===== config.mk =====
export PLATFORM = sky130hd
export DESIGN_NAME = str_arb_flat
export DESIGN_NICKNAME = d
export VERILOG_FILES = /design/src/rtl/str_arb_if.sv /design/src/rtl/str_arb.sv /design/src/flat_wrapper.sv
export SDC_FILE = /design/constraint.sdc
export NUM_CORES = 1
export LEC_CHECK = 0
export BUFFER_PORTS_ARGS = -buffer_cell sky130_fd_sc_hd__buf_2
export CORE_MARGIN = 2
export CORE_UTILIZATION = 36
export CTS_BUF_LIST = sky130_fd_sc_hd__clkbuf_4 sky130_fd_sc_hd__clkbuf_8
export CTS_CLUSTER_DIAMETER = 150
export DETAILED_ROUTE_END_ITERATION = 12
export PLACE_DENSITY_LB_ADDON = 0.2
export SETUP_SLACK_MARGIN = 0.3
export SYNTH_ARGS = -nofsm -noshare
export SYNTH_HDL_FRONTEND = slang
export SYNTH_SLANG_ARGS = --single-unit

===== constraint.sdc =====
create_clock -name clk -period 4.3 [get_ports clk]
set_input_delay 0.215 -clock clk [delete_from_list [all_inputs] [get_ports clk]]
set_output_delay 0.215 -clock clk [all_outputs]
set_load 0.1 [all_outputs]

===== src/rtl/str_arb_if.sv =====
// rtl/str_arb_if.sv - stream bundle between N sources, the arbiter and one sink
interface str_arb_if #(
  parameter int N  = 4,
  parameter int VW = 32,
  parameter int IW = $clog2(N)
);
  logic [N-1:0]    s_tvalid;
  logic [N-1:0]    s_tready;
  logic [N*VW-1:0] s_tdata;
  logic            m_tvalid;
  logic            m_tready;
  logic [VW-1:0]   m_tdata;
  logic [IW-1:0]   m_tid;

  // master: the arbiter side; slave: the sources plus the sink
  modport master (
    input  s_tvalid, s_tdata, m_tready,
    output s_tready, m_tvalid, m_tdata, m_tid
  );

  modport slave (
    output s_tvalid, s_tdata, m_tready,
    input  s_tready, m_tvalid, m_tdata, m_tid
  );
endinterface


===== src/rtl/str_arb.sv =====
// rtl/str_arb.sv - round-robin N:1 stream arbiter with burst limit and registered output
module str_arb #(
  parameter int N  = 4,
  parameter int VW = 32,
  parameter int BL = 1,
  parameter int IW = $clog2(N)
) (
  input  logic       clk,
  input  logic       rst,
  str_arb_if.master  bus
);
  localparam int            CW       = $clog2(BL + 1);
  localparam logic [CW-1:0] BLC      = CW'(BL);
  localparam logic [IW-1:0] LAST_RST = IW'(N - 1);

  logic [IW-1:0] last;
  logic [CW-1:0] cnt;
  logic [IW-1:0] sel;
  logic [IW-1:0] idx;
  logic          found;
  logic          burst;
  logic          ld;
  logic          acc;
  logic [N-1:0]  rdy;
  logic [VW-1:0] sel_data;

  logic          tvalid_q;
  logic [VW-1:0] tdata_q;
  logic [IW-1:0] tid_q;

  assign ld    = ~tvalid_q | bus.m_tready;
  assign burst = bus.s_tvalid[last] && (cnt != '0) && (cnt < BLC);
  assign acc   = found & ld & ~rst;

  // Burst continuation keeps the owner; otherwise scan from last+1, wrapping onto last itself.
  always_comb begin
    found = 1'b0;
    sel   = last;
    idx   = '0;
    if (burst) begin
      found = 1'b1;
    end else begin
      for (int k = 1; k <= N; k++) begin
        idx = IW'((int'(last) + k) % N);
        if (!found && bus.s_tvalid[idx]) begin
          found = 1'b1;
          sel   = idx;
        end
      end
    end
  end

  always_comb begin
    rdy      = '0;
    sel_data = '0;
    for (int i = 0; i < N; i++) begin
      if (sel == IW'(i)) begin
        sel_data = bus.s_tdata[i*VW +: VW];
        rdy[i]   = acc;
      end
    end
  end

  assign bus.s_tready = rdy;
  assign bus.m_tvalid = tvalid_q;
  assign bus.m_tdata  = tdata_q;
  assign bus.m_tid    = tid_q;

  always_ff @(posedge clk) begin
    if (rst) begin
      tvalid_q <= 1'b0;
      tdata_q  <= '0;
      tid_q    <= '0;
      last     <= LAST_RST;
      cnt      <= '0;
    end else if (ld) begin
      tvalid_q <= acc;
      if (acc) begin
        tdata_q <= sel_data;
        tid_q   <= sel;
        last    <= sel;
        // A wrap back to the owner after hitting the limit starts a fresh run.
        cnt     <= burst ? cnt + 1'b1 : CW'(1);
      end
    end
  end
endmodule


===== src/flat_wrapper.sv =====
// flat-port wrapper written by rule: the top's interface ports become plain ports
module str_arb_flat 
#(
  parameter int N  = 4,
  parameter int VW = 32,
  parameter int BL = 1,
  parameter int IW = $clog2(N)
)
  (clk, rst, bus_s_tvalid, bus_s_tdata, bus_m_tready, bus_s_tready, bus_m_tvalid, bus_m_tdata, bus_m_tid);
  str_arb_if #(.N(N), .VW(VW), .IW(IW)) bus_i ();
  input  logic clk;
  input  logic rst;
  input wire logic [$bits(bus_i.s_tvalid)-1:0] bus_s_tvalid;
  input wire logic [$bits(bus_i.s_tdata)-1:0] bus_s_tdata;
  input wire logic [$bits(bus_i.m_tready)-1:0] bus_m_tready;
  output wire logic [$bits(bus_i.s_tready)-1:0] bus_s_tready;
  output wire logic [$bits(bus_i.m_tvalid)-1:0] bus_m_tvalid;
  output wire logic [$bits(bus_i.m_tdata)-1:0] bus_m_tdata;
  output wire logic [$bits(bus_i.m_tid)-1:0] bus_m_tid;
  assign bus_i.s_tvalid = bus_s_tvalid;
  assign bus_i.s_tdata = bus_s_tdata;
  assign bus_i.m_tready = bus_m_tready;
  assign bus_s_tready = bus_i.s_tready;
  assign bus_m_tvalid = bus_i.m_tvalid;
  assign bus_m_tdata = bus_i.m_tdata;
  assign bus_m_tid = bus_i.m_tid;
  str_arb #(.N(N), .VW(VW), .BL(BL), .IW(IW)) u_core (.clk(clk), .rst(rst), .bus(bus_i));
endmodule

==> flow_summary.json, run 1 <==
{
  "clock-sinks": 37,
  "avgRoutedWirePerCell_um": 15.89,
  "num_rows": 29,
  "cts_tree": "yes",
  "viasPerCell": 5.648,
  "dpl-instance-area_um2": 3164,
  "routed_wl_um": 8308,
  "power_leakage_nw": 1.507,
  "drt_first_iter_violations": 104,
  "critical_path.endpoint_type": "output pin",
  "die_area_um2": 7167,
  "hp-class": "input pin to flop",
  "io_pins": 174,
  "clockPowerShare_pct": 18.3,
  "crit_required_ps": 4090,
  "antenna_left": 0,
  "overflow": 0,
  "synth-async-reset-ratio_pct": 0,
  "ctsResizeCount": 0,
  "register_area_um2": 740.7,
  "syn_to_final_growth_pct": 39.42,
  "multiInputGateArea_um2": 1431,
  "postSynthCellCount": 295,
  "cts_setup_buffers": 0,
  "comb_power_share_pct": 53.0,
  "worst_pin_slew_ps": 1071,
  "dp_cells": 515,
  "worstPathArrival_ps": 2730,
  "drc": 0,
  "cts_buffers": 5,
  "worstSetupStartpointType": "flop",
  "power_frac_seq_pct": 28.7,
  "critPathKind": "flop to output pin",
  "min_period_over_period_pct": 68.52,
  "hold_viol": 0,
  "dieHeight_um": 84.66,
  "synthDistinctLibCells": 39,
  "skew_ps": 11.23,
  "port_buffers": 173,
  "synthFlopType": "dfxtp_1",
  "clockBufferDepth": 2,
  "num_antenna_cells": 0,
  "clk_latency_ps": 290,
  "nNetsFinal": 580,
  "grt_pass1_vias": 2784,
  "fmax_mhz": 339.4,
  "total_power_mw": 1.484,
  "clockRootBuffer": "clkbuf_8",
  "slew_violations": 0,
  "drive_gt1_share_pct": 43.05,
  "core_area_um2": 6314,
  "fin_cells": 523,
  "drv_cap": 0,
  "syn-num-nets": 430,
  "hold_buffers": 0,
  "netlist_area_um2": 2342,
  "gp_congestion": 0.8189,
  "status": "finished, final reports clean",
  "final_design_area_no_fill_um2": 3266,
  "h-tree-depth": 2,
  "synth_seq_cells": 37,
  "num-fill-cells": 672,
  "antenna_found_initial": 0,
  "pre_cts_ws_ps": 1684,
  "dp_hpwl_um": 6071,
  "ys_warn_count": 0,
  "fp.dieW_um": 84.66,
  "num_vias": 2954,
  "sw_frac_of_total_pct": 51.36,
  "crit_fanout": 23,
  "p_sw_mw": 0.7622,
  "synth_edf_count": 0,
  "min_period_ps": 2946,
  "slew_headroom_pct": 28.60,
  "drt_first_pass_iters": 4,
  "p_int_mw": 0.7219,
  "grt_usage_pct": 22.14,
  "worst_slack_ps": 1354,
  "reg2reg_slack_ps": 1700,
  "rsz0062_at_grt": "no",
  "synth_area_per_cell_um2": 7.940,
  "ys_seq_area_share_pct": 31.62,
  "fin_tns_setup_ps": 0,
  "initial_utilization_pct": 37.10,
  "ir_drop_mv": 0.1945,
  "grt_max_degree": 47,
  "p_per_area_nw_per_um2": 454.5,
  "finalSetupViolations": 0,
  "clkTransAtPathRegs_ps": 80,
  "grt_pass1_wl_um": 12970
}
## state kept, by name, summed over array words and instances, names as in the netlist
register	flops
u_core.last	2
u_core.bus.m_tvalid	1
u_core.bus.m_tdata	32
u_core.bus.m_tid	2
## power by group through the flow
stage                     sequential [mW]  clock [mW]  combinational (mW)
after global routing                0.434       0.288               0.830
after floorplan                     0.777           0               0.286
after CTS                           0.426       0.277               0.787
after global placement              0.433           0               0.781
final                               0.426       0.272               0.786
after detailed placement            0.433           0               0.786
## through the flow
step           utilization (%)  hold slack (ps)
2_1_floorplan                -            385.3
3_3_place_gp             50.12            430.4
3_5_place_dp             50.12            440.4
4_1_cts                  51.72            186.5
5_1_grt                  51.72            199.7
6_report                 51.72            191.4
## worst paths after layout
| kind | start | endpoint | cells past startpoint |
|---|---|---|---|
| setup / recovery | u_core.last[1] | bus_s_tready[0] | 5 |
| hold / removal | bus_s_tdata[36] | u_core.bus.m_tdata[4] | 3 |
| setup reg to reg | u_core.last[1] | u_core.bus.m_tdata[1] | 5 |
| hold reg to reg | u_core.bus.m_tdata[8] | u_core.bus.m_tdata[8] | 2 |
## cell usage after synthesis (8+ instances only)
master     count  area share [%]
a2bb2oi_1      8             3.0
nor3_1        30             6.4
o32ai_1        8             3.0
a21oi_1       12             2.6
o221ai_1       9             3.4
a221oi_1      13             4.9
dfxtp_1       37              32
nand3_1       29             6.2
nand2_1       20             3.2
o31ai_1        9             2.9
nor2_1        26             4.2
a311oi_1      15             5.6
buf_2         22             4.7
## cell families (layout without fill, tap and decap cells)
family                 Yosys count  count (layout)  synth area share, %
buffers and inverters           35             186                7.586
AOI/OAI and AO/OA              100             100                35.15
and+or+nand+nor                123             123                25.64
DFF                             37              37                31.62
## worst max-delay path, stage by stage (launching register included)
cell and delay, ps:
dfxtp_1 670, nand2b_1 220, a21oi_1 100, or3_1 680, nor3_1 310, buf_2 460
## area by class of cell
type | count | area share [%]
multi-input combinational | 223 | 43.83
inverter | 2 | 0.2299
sequential | 37 | 22.68
clock inverter | 1 | 0.1533
tap | 77 | 2.950
timing repair buffer | 176 | 27.20
clock buffer | 7 | 2.950
## layer usage
metal	up-vias	GRT usage [%]	share of wire (%)
li1	1454	-	-
met1	1381	27.85	42
met2	108	38.37	50
met3	11	4.326	6.5
met4	0	6.494	1.3
met5	-	0	0
## cell usage in the layout, fill, tap and decap left out, types with 8 or more instances in the layout
master / count
nand3_1: 29
a2bb2oi_1: 8
o31ai_1: 9
nor2_1: 26
buf_2: 173
o221ai_1: 9
a21oi_1: 12
dfxtp_1: 37
a311oi_1: 15
o32ai_1: 8
nand2_1: 20
a221oi_1: 13
nor3_1: 29
No activity file was read; power rests on OpenSTA's default activity.
==> run 2: changes to the inputs <==
==> constraint.sdc (replaced) <==
create_clock -name clk -period 2.8 [get_ports clk]
set_input_delay 0.14 -clock clk [delete_from_list [all_inputs] [get_ports clk]]
set_output_delay 0.14 -clock clk [all_outputs]
set_load 0.1 [all_outputs]
==> flow_summary.json, run 2 (synthesis results as in run 1) <==
{
  "status": "finished, final reports clean",
  "syn_to_final_growth_pct": 44.44,
  "viasPerCell": 5.723,
  "ir_drop_mv": 0.3821,
  "fmax_mhz": 429.0,
  "initial_utilization_pct": 37.10,
  "register_area_um2": 742.0,
  "antenna_found_initial": 0,
  "critPathKind": "flop to output pin",
  "hold_buffers": 0,
  "drv_cap": 0,
  "clock-sinks": 37,
  "drt_first_iter_violations": 207,
  "clockRootBuffer": "clkbuf_8",
  "min_period_over_period_pct": 83.25,
  "grt_pass1_vias": 2798,
  "worst_pin_slew_ps": 654.0,
  "num_rows": 29,
  "clk_latency_ps": 300,
  "num_vias": 3033,
  "worstSetupStartpointType": "flop",
  "clkTransAtPathRegs_ps": 80,
  "grt_max_degree": 32,
  "nNetsFinal": 587,
  "slew_headroom_pct": 56.24,
  "fp.dieW_um": 84.66,
  "slew_violations": 0,
  "grt_usage_pct": 23.49,
  "clockBufferDepth": 2,
  "skew_ps": 13.44,
  "avgRoutedWirePerCell_um": 16.22,
  "drc": 0,
  "p_per_area_nw_per_um2": 710.8,
  "crit_fanout": 12,
  "overflow": 0,
  "port_buffers": 173,
  "cts_tree": "yes",
  "crit_required_ps": 2660,
  "critical_path.endpoint_type": "output pin",
  "cts_setup_buffers": 0,
  "hp-class": "input pin to flop",
  "io_pins": 174,
  "worstPathArrival_ps": 2190,
  "final_cell_mix": "buf_2 (171), dfxtp_1 (36), nand3_1 (29), nor3_1 (27), nor2_1 (24)",
  "core_area_um2": 6314,
  "die_area_um2": 7167,
  "worst_hold_slack_ps": 100.1,
  "fin_tns_setup_ps": 0,
  "antenna_left": 0,
  "drive_gt1_share_pct": 45.03,
  "drt_first_pass_iters": 5,
  "routed_wl_um": 8596,
  "largest_register_ffs": 32,
  "rsz0062_at_grt": "no",
  "gp_congestion": 0.8088,
  "mostFrequentLayoutCell": "buf_2",
  "multiInputGateArea_um2": 1446,
  "power_leakage_nw": 1.551,
  "finalSetupViolations": 0,
  "num_antenna_cells": 0,
  "min_period_ps": 2331,
  "dp_hpwl_um": 6236,
  "dieHeight_um": 84.66,
  "grt_pass1_wl_um": 13700,
  "h-tree-depth": 2,
  "cts_buffers": 5,
  "num-fill-cells": 617,
  "hold_viol": 0
}
run 2: cell count changes in the layout (fill, tap and decap cells not counted), sizes merged:
cell and change:
buf +6, bufinv +1, clkinv -1, clkinvlp +1
run 2: timing repair:
action                                 CTS  global route
endpoints found under the hold margin    0             0
gates resized for setup                  0             2
setup endpoints to repair                0             9
run 2: final timing paths:
path	from	endpoint	slack, ps	depth (start not counted)
worst max-delay path	u_core.last[0]	bus_s_tready[1]	470	5
worst min register to register	u_core.bus.m_tdata[8]	u_core.bus.m_tdata[8]	460	2
worst min-delay path	bus_s_tdata[57]	u_core.bus.m_tdata[25]	100	3
worst max register to register	u_core.last[1]	u_core.bus.m_tdata[1]	610	6
run 2: final cells by class:
class,instances,share of cell area (%)
Clock buffer,6,2.441
Clock inverter,2,1.109
Inverter,2,0.2219
Multi-Input combinational cell,223,42.75
Sequential cell,37,21.93
Tap cell,77,2.848
Timing Repair Buffer,183,28.70
run 2: per-layer routing:
metal | up-vias | track usage, % | share of wire (%)
met3 | 16 | 6.785 | 7.4
met4 | 0 | 6.494 | 1.5
met5 | - | 0 | 0
met1 | 1414 | 31.05 | 42
li1 | 1470 | - | -
met2 | 133 | 37.51 | 49
run 2: per-stage QoR:
stage	area [um^2]	utilization [%]	worst slack [ps]	total power, mW	std cells
2_1_floorplan	2357	-	99.63	1.636	295
3_3_place_gp	3259	51.63	557.1	1.904	522
3_5_place_dp	3259	51.63	473.6	1.915	522
4_1_cts	3379	53.53	357.4	2.413	530
5_1_grt	3383	53.59	352.5	2.523	530
6_report	3383	53.59	469.1	2.405	530
run 2: worst max-delay path, cell delays in order, from the launching register on:
cell     delay, ps
dfxtp_1        510
inv_1          140
a32oi_1        340
nand2_2        280
nor3_2         180
buf_2          450
run 2: report_power, final:
| part | switching, mW | total, mW | internal, mW |
|---|---|---|---|
| sequential | 0.0493 | 0.655 | 0.606 |
| clock | 0.210 | 0.500 | 0.290 |
| combinational | 0.940 | 1.25 | 0.310 |
==> run 3: changes to the inputs <==
--- a/config.mk
+++ b/config.mk
@@ -5,6 +5,7 @@
 export SDC_FILE = /design/constraint.sdc
 export NUM_CORES = 1
 export LEC_CHECK = 0
+export ABC_AREA = 1
 export BUFFER_PORTS_ARGS = -buffer_cell sky130_fd_sc_hd__buf_2
 export CORE_MARGIN = 2
 export CORE_UTILIZATION = 36
==> constraint.sdc (replaced) <==
create_clock -name clk -period 2.37 [get_ports clk]
set_input_delay 0.1185 -clock clk [delete_from_list [all_inputs] [get_ports clk]]
set_output_delay 0.1185 -clock clk [all_outputs]
set_load 0.1 [all_outputs]
==> flow_summary.json, run 3 <==
{
  "mostFrequentLayoutCell": "buf_2",
  "crit_fanout": 5,
  "num_antenna_cells": 0,
  "grt_pass1_wl_um": 15750,
  "fmax_mhz": 467.6,
  "num-fill-cells": 701,
  "worst_hold_slack_ps": 12.49,
  "skew_ps": 9.919,
  "worstReg2RegStart": "u_core.last[0]",
  "nNetsFinal": 796,
  "antenna_left": 0,
  "die_area_um2": 8202,
  "fp.dieW_um": 90.57,
  "drt_first_pass_iters": 4,
  "cts_buffers": 5,
  "finalSetupViolations": 0,
  "clockRootBuffer": "clkbuf_8",
  "top_layer": "met4",
  "r2r_end": "u_core.bus.m_tdata[11]",
  "drc": 0,
  "critPathKind": "flop to output pin",
  "grt_pass1_vias": 3354,
  "drive_gt1_share_pct": 43.20,
  "holdPathEnd": "u_core.bus.m_tdata[20]",
  "hp-class": "input pin to flop",
  "crit_start": "u_core.last[0]",
  "cts_tree": "yes",
  "synth.most_common_cell": "nand2_1",
  "ys_top_cells_by_count": "nand2_1 (146), nand3_1 (67), nor2_1 (48)",
  "hold_buffers": 0,
  "drv_cap": 0,
  "syn_to_final_growth_pct": 67.58,
  "grt_usage_pct": 23.06,
  "rsz0062_at_grt": "yes",
  "dieHeight_um": 90.57,
  "min_from": "bus_s_tdata[116]",
  "min_period_over_period_pct": 90.24,
  "synth-async-reset-ratio_pct": 0,
  "dp_hpwl_um": 6910,
  "viasPerCell": 4.932,
  "routed_wl_um": 9948,
  "critical_path.endpoint_type": "output pin",
  "grt_max_degree": 31,
  "initial_utilization_pct": 37.19,
  "slew_violations": 0,
  "hold_depth": 3,
  "crit_required_ps": 2250,
  "synth_top_cell_area_share_pct": 27.46,
  "worst_pin_slew_ps": 512.7,
  "clk_latency_ps": 300,
  "num_rows": 31,
  "status": "finished, final reports clean",
  "clkTransAtPathRegs_ps": 80,
  "wl_met3_um": 619,
  "gp_congestion": 0.7889,
  "rr_worst_depth": 13,
  "core_area_um2": 7253,
  "num_vias": 3753,
  "clockBufferDepth": 2,
  "netlist_area_um2": 2698,
  "drt_first_iter_violations": 135,
  "synth_edf_count": 0,
  "antenna_found_initial": 0,
  "port_buffers": 173,
  "synth_seq_cells": 37,
  "avgRoutedWirePerCell_um": 13.07,
  "synthDistinctLibCells": 24,
  "worst_slack_ps": 231.3,
  "wl_met1_um": 4105,
  "wl_met2_um": 5058,
  "pre_cts_ws_ps": -20.82,
  "largest_register_ffs": 32,
  "dp_cells": 717,
  "io_pins": 174,
  "fin_cells": 761,
  "ys_warn_count": 0,
  "h-tree-depth": 2,
  "clock-sinks": 37,
  "ys_seq_area_share_pct": 27.46,
  "syn-num-nets": 597,
  "slew_headroom_pct": 65.61,
  "reg2reg_slack_ps": 320,
  "synth_area_leader_cell": "dfxtp_1",
  "synth_area_per_cell_um2": 5.839,
  "worstSetupStartpointType": "flop",
  "overflow": 0,
  "final_design_area_no_fill_um2": 4521,
  "postSynthCellCount": 462,
  "min_period_ps": 2139,
  "worstPathArrival_ps": 2020,
  "netlist_top_cells_area": "dfxtp_1 (27%), nand2_1 (20%), nand3_1 (12%), a21oi_1 (6.7%), nor2_1 (6.7%)",
  "dpl-instance-area_um2": 3802,
  "hold_viol": 0,
  "final_cell_mix": "buf_2 (169), nand2_1 (124), nand3_1 (64), nor2_1 (42), a21oi_1 (36)",
  "synthFlopType": "dfxtp_1"
}
run 3: cell count changes after synthesis, moves of 15 or more:
| cell | delta |
|---|---|
| nand4_1 | +19 |
| nor2_1 | +22 |
| a311oi_1 | -15 |
| inv_1 | +21 |
| nor3_1 | -30 |
| nand3_1 | +38 |
| a21oi_1 | +24 |
| nand2_1 | +126 |
run 3: critical path, stage by stage (launching register included):
cell and delay [ps]:
dfxtp_4 390, buf_6 130, nand2_2 70, nand2_4 70
nand2_4 90, nand2_8 80, o21ai_4 160, nand3_4 130
buf_12 160, nand2_8 60, nand2_4 60, nor2_4 140
buf_12 190
run 3: cells by family after synthesis:
family,share of synthesized area (%)
buf+inv,10.58
simple gates,50.65
flops,27.46
compound gates,11.32
run 3: routing by layer:
layer | up-vias | global-route usage, %
li1 | 1916 | -
met1 | 1677 | 28.52
met2 | 145 | 40.80
met3 | 15 | 4.257
met4 | 0 | 6.282
met5 | - | 0
run 3: final cells by class:
cell class / instances / area, um^2 / area share, %
flip-flops and latches: 37 / 748.2 / 16.55
clock inverters: 2 / 37.54 / 0.8303
well taps: 99 / 123.9 / 2.740
repair buffers: 220 / 1416 / 31.33
inverters: 31 / 146.4 / 3.238
clock buffers: 6 / 82.58 / 1.827
multi-input cells: 366 / 1966 / 43.48
run 3: worst max-delay path by stage:
stage                     slack, ps                endpoint  depth (start not counted)
after detailed placement        -20  u_core.bus.m_tdata[11]                         13
final                           230         bus_s_tready[3]                         12
after floorplan                 270         bus_s_tready[2]                         12
after CTS                       220         bus_s_tready[1]                         13
after global placement           30  u_core.bus.m_tdata[19]                         13
after global routing            130         bus_s_tready[3]                         11
run 3: what timing repair did:
item,in CTS,in global routing
cloned,2,0
gates resized for setup,47,31
hold endpoints to repair,0,0
pin swaps,19,25
buffers inserted,26,8
setup endpoints to repair,36,36
run 3: through the flow:
step / setup TNS [ps] / utilization, %
after floorplan: 0 / -
final: 0 / 62.33
after detailed placement: -23.83 / 52.42
after CTS: 0 / 59.60
after global placement: 0 / 52.42
after global routing: 0 / 62.33
Power of run 3 is left out: the tool's default activity adds up to more than one toggle a clock period on the data nets, which glitch-free logic cannot reach.
